File: src/rtl/rvc_asap_5pl_vga_scan.sv
// rtl/rvc_asap_5pl_vga_scan.sv - 640x480@60 monochrome VGA scan-out with one-byte-ahead frame-buffer prefetch
module rvc_asap_5pl_vga_scan #(
    parameter logic [15:0] VGA_MEM_OFFSET = 16'h3000,
    parameter int          H_VISIBLE      = 640,
    parameter int          H_SYNC_START   = 656,
    parameter int          H_SYNC_END     = 751,
    parameter int          H_TOTAL        = 800,
    parameter int          V_VISIBLE      = 480,
    parameter int          V_SYNC_START   = 490,
    parameter int          V_SYNC_END     = 491,
    parameter int          V_TOTAL        = 525
) (
    input  logic        Clock,
    input  logic        Rst,
    output logic        RdEn,
    output logic [15:0] RdAddr,
    input  logic [7:0]  RdData,
    output logic [3:0]  RED,
    output logic [3:0]  GREEN,
    output logic [3:0]  BLUE,
    output logic        h_sync,
    output logic        v_sync
);

    localparam logic [9:0] H_VIS   = 10'(H_VISIBLE);
    localparam logic [9:0] H_FETCH = 10'(H_VISIBLE - 8);
    localparam logic [9:0] HS_LO   = 10'(H_SYNC_START);
    localparam logic [9:0] HS_HI   = 10'(H_SYNC_END);
    localparam logic [9:0] H_LAST  = 10'(H_TOTAL - 1);
    localparam logic [9:0] V_VIS   = 10'(V_VISIBLE);
    localparam logic [9:0] VS_LO   = 10'(V_SYNC_START);
    localparam logic [9:0] VS_HI   = 10'(V_SYNC_END);
    localparam logic [9:0] V_LAST  = 10'(V_TOTAL - 1);

    logic        pix_en_q, pix_en_d;
    logic [9:0]  h_cnt_q, h_cnt_d;
    logic [9:0]  v_cnt_q, v_cnt_d;
    logic [7:0]  cur_byte_q, cur_byte_d;
    logic [7:0]  next_byte_q, next_byte_d;
    logic        rd_en_q, rd_en_d;
    logic [15:0] rd_addr_q, rd_addr_d;
    logic        pix_q, pix_d;
    logic        h_sync_q, h_sync_d;
    logic        v_sync_q, v_sync_d;

    logic        visible;
    logic        line_end;
    logic        pix_bit;
    logic [9:0]  next_row;

    // Four consecutive rows share one 320-byte group; 320 = 256 + 64.
    function automatic logic [15:0] byte_addr(input logic [9:0] row, input logic [6:0] col);
        logic [15:0] grp;
        grp = {8'd0, row[9:2]};
        return VGA_MEM_OFFSET + (grp << 8) + (grp << 6) + {7'd0, col, 2'b00} + {14'd0, row[1:0]};
    endfunction

    always_comb begin
        visible  = (h_cnt_q < H_VIS) && (v_cnt_q < V_VIS);
        line_end = (h_cnt_q == H_LAST);
        next_row = (v_cnt_q == V_LAST) ? 10'd0 : v_cnt_q + 10'd1;
        pix_bit  = (h_cnt_q[2:0] == 3'd0) ? next_byte_q[0] : cur_byte_q[h_cnt_q[2:0]];

        pix_en_d    = ~pix_en_q;
        h_cnt_d     = h_cnt_q;
        v_cnt_d     = v_cnt_q;
        cur_byte_d  = cur_byte_q;
        next_byte_d = rd_en_q ? RdData : next_byte_q;
        rd_en_d     = 1'b0;
        rd_addr_d   = rd_addr_q;
        pix_d       = pix_q;
        h_sync_d    = h_sync_q;
        v_sync_d    = v_sync_q;

        if (pix_en_q) begin
            h_cnt_d  = line_end ? 10'd0 : h_cnt_q + 10'd1;
            if (line_end) begin
                v_cnt_d = next_row;
            end
            h_sync_d = !((h_cnt_q >= HS_LO) && (h_cnt_q <= HS_HI));
            v_sync_d = !((v_cnt_q >= VS_LO) && (v_cnt_q <= VS_HI));
            pix_d    = visible && pix_bit;

            // The byte for this column is consumed while the next one is requested.
            if (visible && (h_cnt_q[2:0] == 3'd0)) begin
                cur_byte_d = next_byte_q;
                if (h_cnt_q < H_FETCH) begin
                    rd_en_d   = 1'b1;
                    rd_addr_d = byte_addr(v_cnt_q, h_cnt_q[9:3] + 7'd1);
                end
            end
            if (line_end && (next_row < V_VIS)) begin
                rd_en_d   = 1'b1;
                rd_addr_d = byte_addr(next_row, 7'd0);
            end
        end
    end

    always_ff @(posedge Clock or negedge Rst) begin
        if (!Rst) begin
            pix_en_q    <= 1'b0;
            h_cnt_q     <= 10'd0;
            v_cnt_q     <= 10'd0;
            cur_byte_q  <= 8'd0;
            next_byte_q <= 8'd0;
            rd_en_q     <= 1'b0;
            rd_addr_q   <= 16'd0;
            pix_q       <= 1'b0;
            h_sync_q    <= 1'b1;
            v_sync_q    <= 1'b1;
        end else begin
            pix_en_q    <= pix_en_d;
            h_cnt_q     <= h_cnt_d;
            v_cnt_q     <= v_cnt_d;
            cur_byte_q  <= cur_byte_d;
            next_byte_q <= next_byte_d;
            rd_en_q     <= rd_en_d;
            rd_addr_q   <= rd_addr_d;
            pix_q       <= pix_d;
            h_sync_q    <= h_sync_d;
            v_sync_q    <= v_sync_d;
        end
    end

    assign RdEn   = rd_en_q;
    assign RdAddr = rd_addr_q;
    assign RED    = {4{pix_q}};
    assign GREEN  = {4{pix_q}};
    assign BLUE   = {4{pix_q}};
    assign h_sync = h_sync_q;
    assign v_sync = v_sync_q;

endmodule

File: config.mk
export PLATFORM = sky130hd
export DESIGN_NAME = rvc_asap_5pl_vga_scan
export DESIGN_NICKNAME = d
export VERILOG_FILES = /design/src/rtl/rvc_asap_5pl_vga_scan.sv
export SDC_FILE = /design/constraint.sdc
export NUM_CORES = 1
export LEC_CHECK = 0
export CORE_UTILIZATION = 52
export CTS_CLUSTER_DIAMETER = 200
export DETAILED_ROUTE_END_ITERATION = 16
export GPL_ROUTABILITY_DRIVEN = 0
export PLACE_DENSITY = 0.76
export SYNTH_ARGS = -nofsm -noshare
export SYNTH_HDL_FRONTEND = slang
export SYNTH_SLANG_ARGS = --single-unit
File: constraint.sdc
create_clock -name Clock -period 9.45 [get_ports Clock]
set_input_delay 1.89 -clock Clock [delete_from_list [all_inputs] [get_ports Clock]]
set_output_delay 1.89 -clock Clock [all_outputs]
set_load 0.01 [all_outputs]
==> results.md <==
- The run finished with clean final reports.
- Across the VDD grid, the largest voltage drop is 0.0674 mV.
- The number of primary I/O pins is between 40 and 50.
- STA classifies the critical path endpoint as a flop.
- After floorplanning, the core was sized to cover 6830 sq um.
- In this run the mean area of a mapped cell was 10.0 sq um.
- The antenna diode count is 0.
- Summed over all failing endpoints, the final setup total negative slack is 0 ns.
- The number of buffers created by CTS is 9.
- The leakage power is 1.99 nW.
- The maximum clock path buffer count is 2.
- The area enclosed by the die boundary is between 7000 and 8000 sq um.
- The clock-pin slew on the worst setup and hold paths is 0.07 ns.
- The share of layout cells above drive strength 1 is 11.7%.
- Between clock sinks in the finished design, the worst skew comes to 0.0140 ns.
- Setup repair after global routing left no endpoint under its margin.
- The mean routed wirelength per cell is approximately 15 microns.
- The largest single stage delay on the critical path is 0.46 ns.
- The critical path arrival is 4.08 ns.
- By instance count, the cell type seen most on the critical path is ha_1.
- Counting every instance in the synthesized netlist gives 371.
- The fraction of synthesized cell area taken by the top area cell type is 37.0%.
- The horizontal die dimension is approximately 87 microns.
- Hold repair after CTS inserted 0 buffers.
- The clock tree from TritonCTS is done.
- After detailed routing, the number of remaining DRC violations is 0.
- The worst setup path is of the reg2reg kind.
- The normalized max-slew margin is 52.2%.
- Counting distinct cell types in the post-synthesis netlist gives 51.
- Once detailed placement completed, the half-perimeter wirelength came to 5.48 mm.
- The fraction of registers with async set/reset is 100%.
- dfrtp_1 takes more of the synthesized area than any other cell.
- The residual antenna-violating net count after detailed routing is 0.
- The leading cell type by number of instances after synthesis is dfrtp_1.
- The path class of the tightest hold or removal check is reg2reg.
- The first detailed-routing pass ran for 4 iterations.
- The first global-routing pass estimated 12.4 mm of wire.
- The portion of the post-synthesis area used by sequential elements is approximately two fifths.
- By area the synthesized netlist is led by dfrtp_1 37%, ha_1 10%, xnor2_1 6.4%.
- The kind of cell adding the most delay to the critical path is simple AND/OR/NAND/NOR gates.
- Traced cell by cell, the critical path runs through inv_1 > ha_1 > or4b_4 > or4_1 > nor2_1 > nor2_1 > ha_1 > ha_1 > fa_1 > a21o_1 > a21oi_1 > nor2b_1 > nor3_1 > or3_1 > a31oi_1.
- The slowest cell on the critical path is dfrtp_1.
- In the finished design, the share of the clock period the worst path needs comes to 40.8%.
- The detailed router finished its first iteration with 144 violations.
- The top fanout value on the critical path is 8.
- The sequential cell area in the final layout is around 1400 sq um.
- For the worst setup path, the data required time is 9.67 ns.
- The number of nets in the synthesized netlist is a little over 400.
- In this run the tool buffered the top-level ports with 40 buffer cells.
- The slew of the pin with the lowest slew margin is between 0.7 and 0.8 ns.
- Counting every sink on the clock net gives 57.
- In this run the core area contains 30 standard-cell rows.
- The depth of the CTS H-tree is 3.
- The count of buffering cells on the critical path with inverters included is 1.
- For this run, the leading register cell type out of synthesis is dfrtp_1.
- The hold violation count in the final report is 0.
- In this run the clock root is driven by a clkbuf_8.
- The total power is 493 uW.
- Max-cap violations in this run came to 0.
- Summed over all layers, the routed wires come to 7.36 mm.
- The smallest clock period supported by the final layout is computed as about 3.9 ns.
- The post-synthesis to final-layout area growth is 15.4%.
- After global routing the overflow that remains totals 0.
- The maximum clock frequency is 0.259 GHz.
- Dividing total power by cell area gives a power density of ~110 nW/um^2.
- The number of synthesized flops with an enable pin is 0.
- The routed via count is 2678.
- Global routing consumed, over all layers together, 21.9% of the routing resources.
- The net count reported at finish is 442.
- Summing all multi-input logic gate instances after layout gives 2020 sq um.
- Using the TritonRoute via totals, the vias-per-cell ratio works out to 5.37.
- The number of antenna violations at the first check in global routing came to 0.
- From bottom edge to top edge, the die measures 86.6 microns.
- The kind of start point of the critical path is a flop.
- The maximum number of pins on one net before global-route repair is 58.
- Setup violations remaining at the end of the flow were counted as 0.
- The number of setup buffers added after CTS is 0.
- The layout has 584 filler cells.
- The number of global-route vias before repair is 2642.
- The clock reaches the later pin of the worst-skew pair after ~0.34 ns.
- Counting instances in the post-synthesis netlist gives the leading cell types as 55 x dfrtp_1, 31 x ha_1, 30 x nand2_1.
- The register bit total from synthesis is 57.
- The summed instance area of the synthesized netlist is 3720 sq um.
- Once the floorplan was initialized, standard cells occupied roughly 54% of the core.
- After clock tree synthesis, the repair step resized 0 gates.
- The number of max-slew violations in the final report is 0.
- Yosys printed 0 warnings.
==> path summary, 6_finish.rpt <==
kind                            start             end  slack [ns]  cells past startpoint
max                        v_cnt_q[0]      RdAddr[15]        5.59                     15
min                         RdAddr[3]       RdAddr[3]        0.49                      2
max reg2reg                v_cnt_q[0]      RdAddr[15]        5.59                     15
min reg2reg                 RdAddr[3]       RdAddr[3]        0.49                      2
max in group asynchronous         Rst      v_cnt_q[5]        7.27                      2
min in group asynchronous         Rst  next_byte_q[4]        1.69                      2
==> routing by layer <==
layer  vias up  share of wire [%]  global-route usage (%)
met5         -                  0                       0
met4         0                2.1                    8.64
met3        17                4.1                    4.95
met2        55                 50                    38.2
met1      1292                 44                    26.3
li1       1314                  -                       -
==> layout by cell type, fill, tap and decap left out, types with 3 or more instances in the layout <==
cell / n
nor3_1: 5
mux2_2: 19
a21oi_1: 10
fa_1: 3
buf_4: 3
xor2_1: 10
nor2_1: 26
clkdlybuf4s50_1: 39
clkbuf_8: 10
nor2b_1: 9
inv_1: 28
nand2_1: 30
or4_1: 3
a31oi_1: 4
and3_1: 3
nand3_1: 11
mux2i_1: 12
nand4_1: 3
nand2b_1: 3
ha_1: 31
o21ai_1: 7
clkbuf_1: 3
xnor2_1: 27
dfrtp_1: 55
o21ai_0: 10
==> state kept, by name, summed over array words and instances, names as in the netlist <==
name         count
RdAddr          16
h_cnt_q         10
v_cnt_q         10
cur_byte_q       8
next_byte_q      8
RdEn             1
h_sync           1
pix_en_q         1
pix_q            1
v_sync           1
==> layout make-up <==
class	count	area share [%]
multi-input combinational	258	47.2
timing repair buffer	43	9.74
clock inverter	3	0.992
clock buffer	13	3.47
tap	96	2.80
sequential	57	33.3
inverter	29	2.54
==> tightest hold or removal path, cell delays in order (launching register included) <==
cell	delay, ns
dfrtp_1	0.34
nand2_1	0.05
o21ai_1	0.06
==> report_power, final <==
| group | total (mW) | leakage (nW) | switching [mW] | internal, mW |
|---|---|---|---|---|
| Clock | 0.224 | 0.0936 | 0.0950 | 0.129 |
| Sequential | 0.250 | 0.717 | 0.00242 | 0.248 |
| Combinational | 0.0192 | 1.18 | 0.00838 | 0.0108 |
==> stage by stage <==
stage | cells | hold WS [ns] | setup slack, ns | utilization, % | area (sq um)
6_report | 499 | 0.486 | 5.59 | 62.8 | 4290
5_1_grt | 499 | 0.516 | 5.35 | 62.8 | 4290
4_1_cts | 499 | 0.490 | 5.59 | 62.8 | 4290
3_5_place_dp | 483 | 0.474 | 5.59 | 60.0 | 4100
3_3_place_gp | 483 | 0.470 | 5.67 | 60.0 | 4100
2_1_floorplan | 371 | 0.475 | 5.88 | - | 3720
==> cells by family (layout without fill, tap and decap cells) <==
family / after synthesis / in the layout / share of synthesized area, %
adder cells (fa/ha/maj): 34 / 34 / 12.0
buffers and inverters: 56 / 88 / 7.14
flip-flops: 57 / 57 / 38.4
AO/OA/AOI/OAI: 45 / 45 / 7.71
AND/OR/NAND/NOR: 108 / 108 / 15.3
XOR/XNOR: 37 / 37 / 8.72
multiplexers: 34 / 34 / 10.6
(Power assumes the default switching activity.)
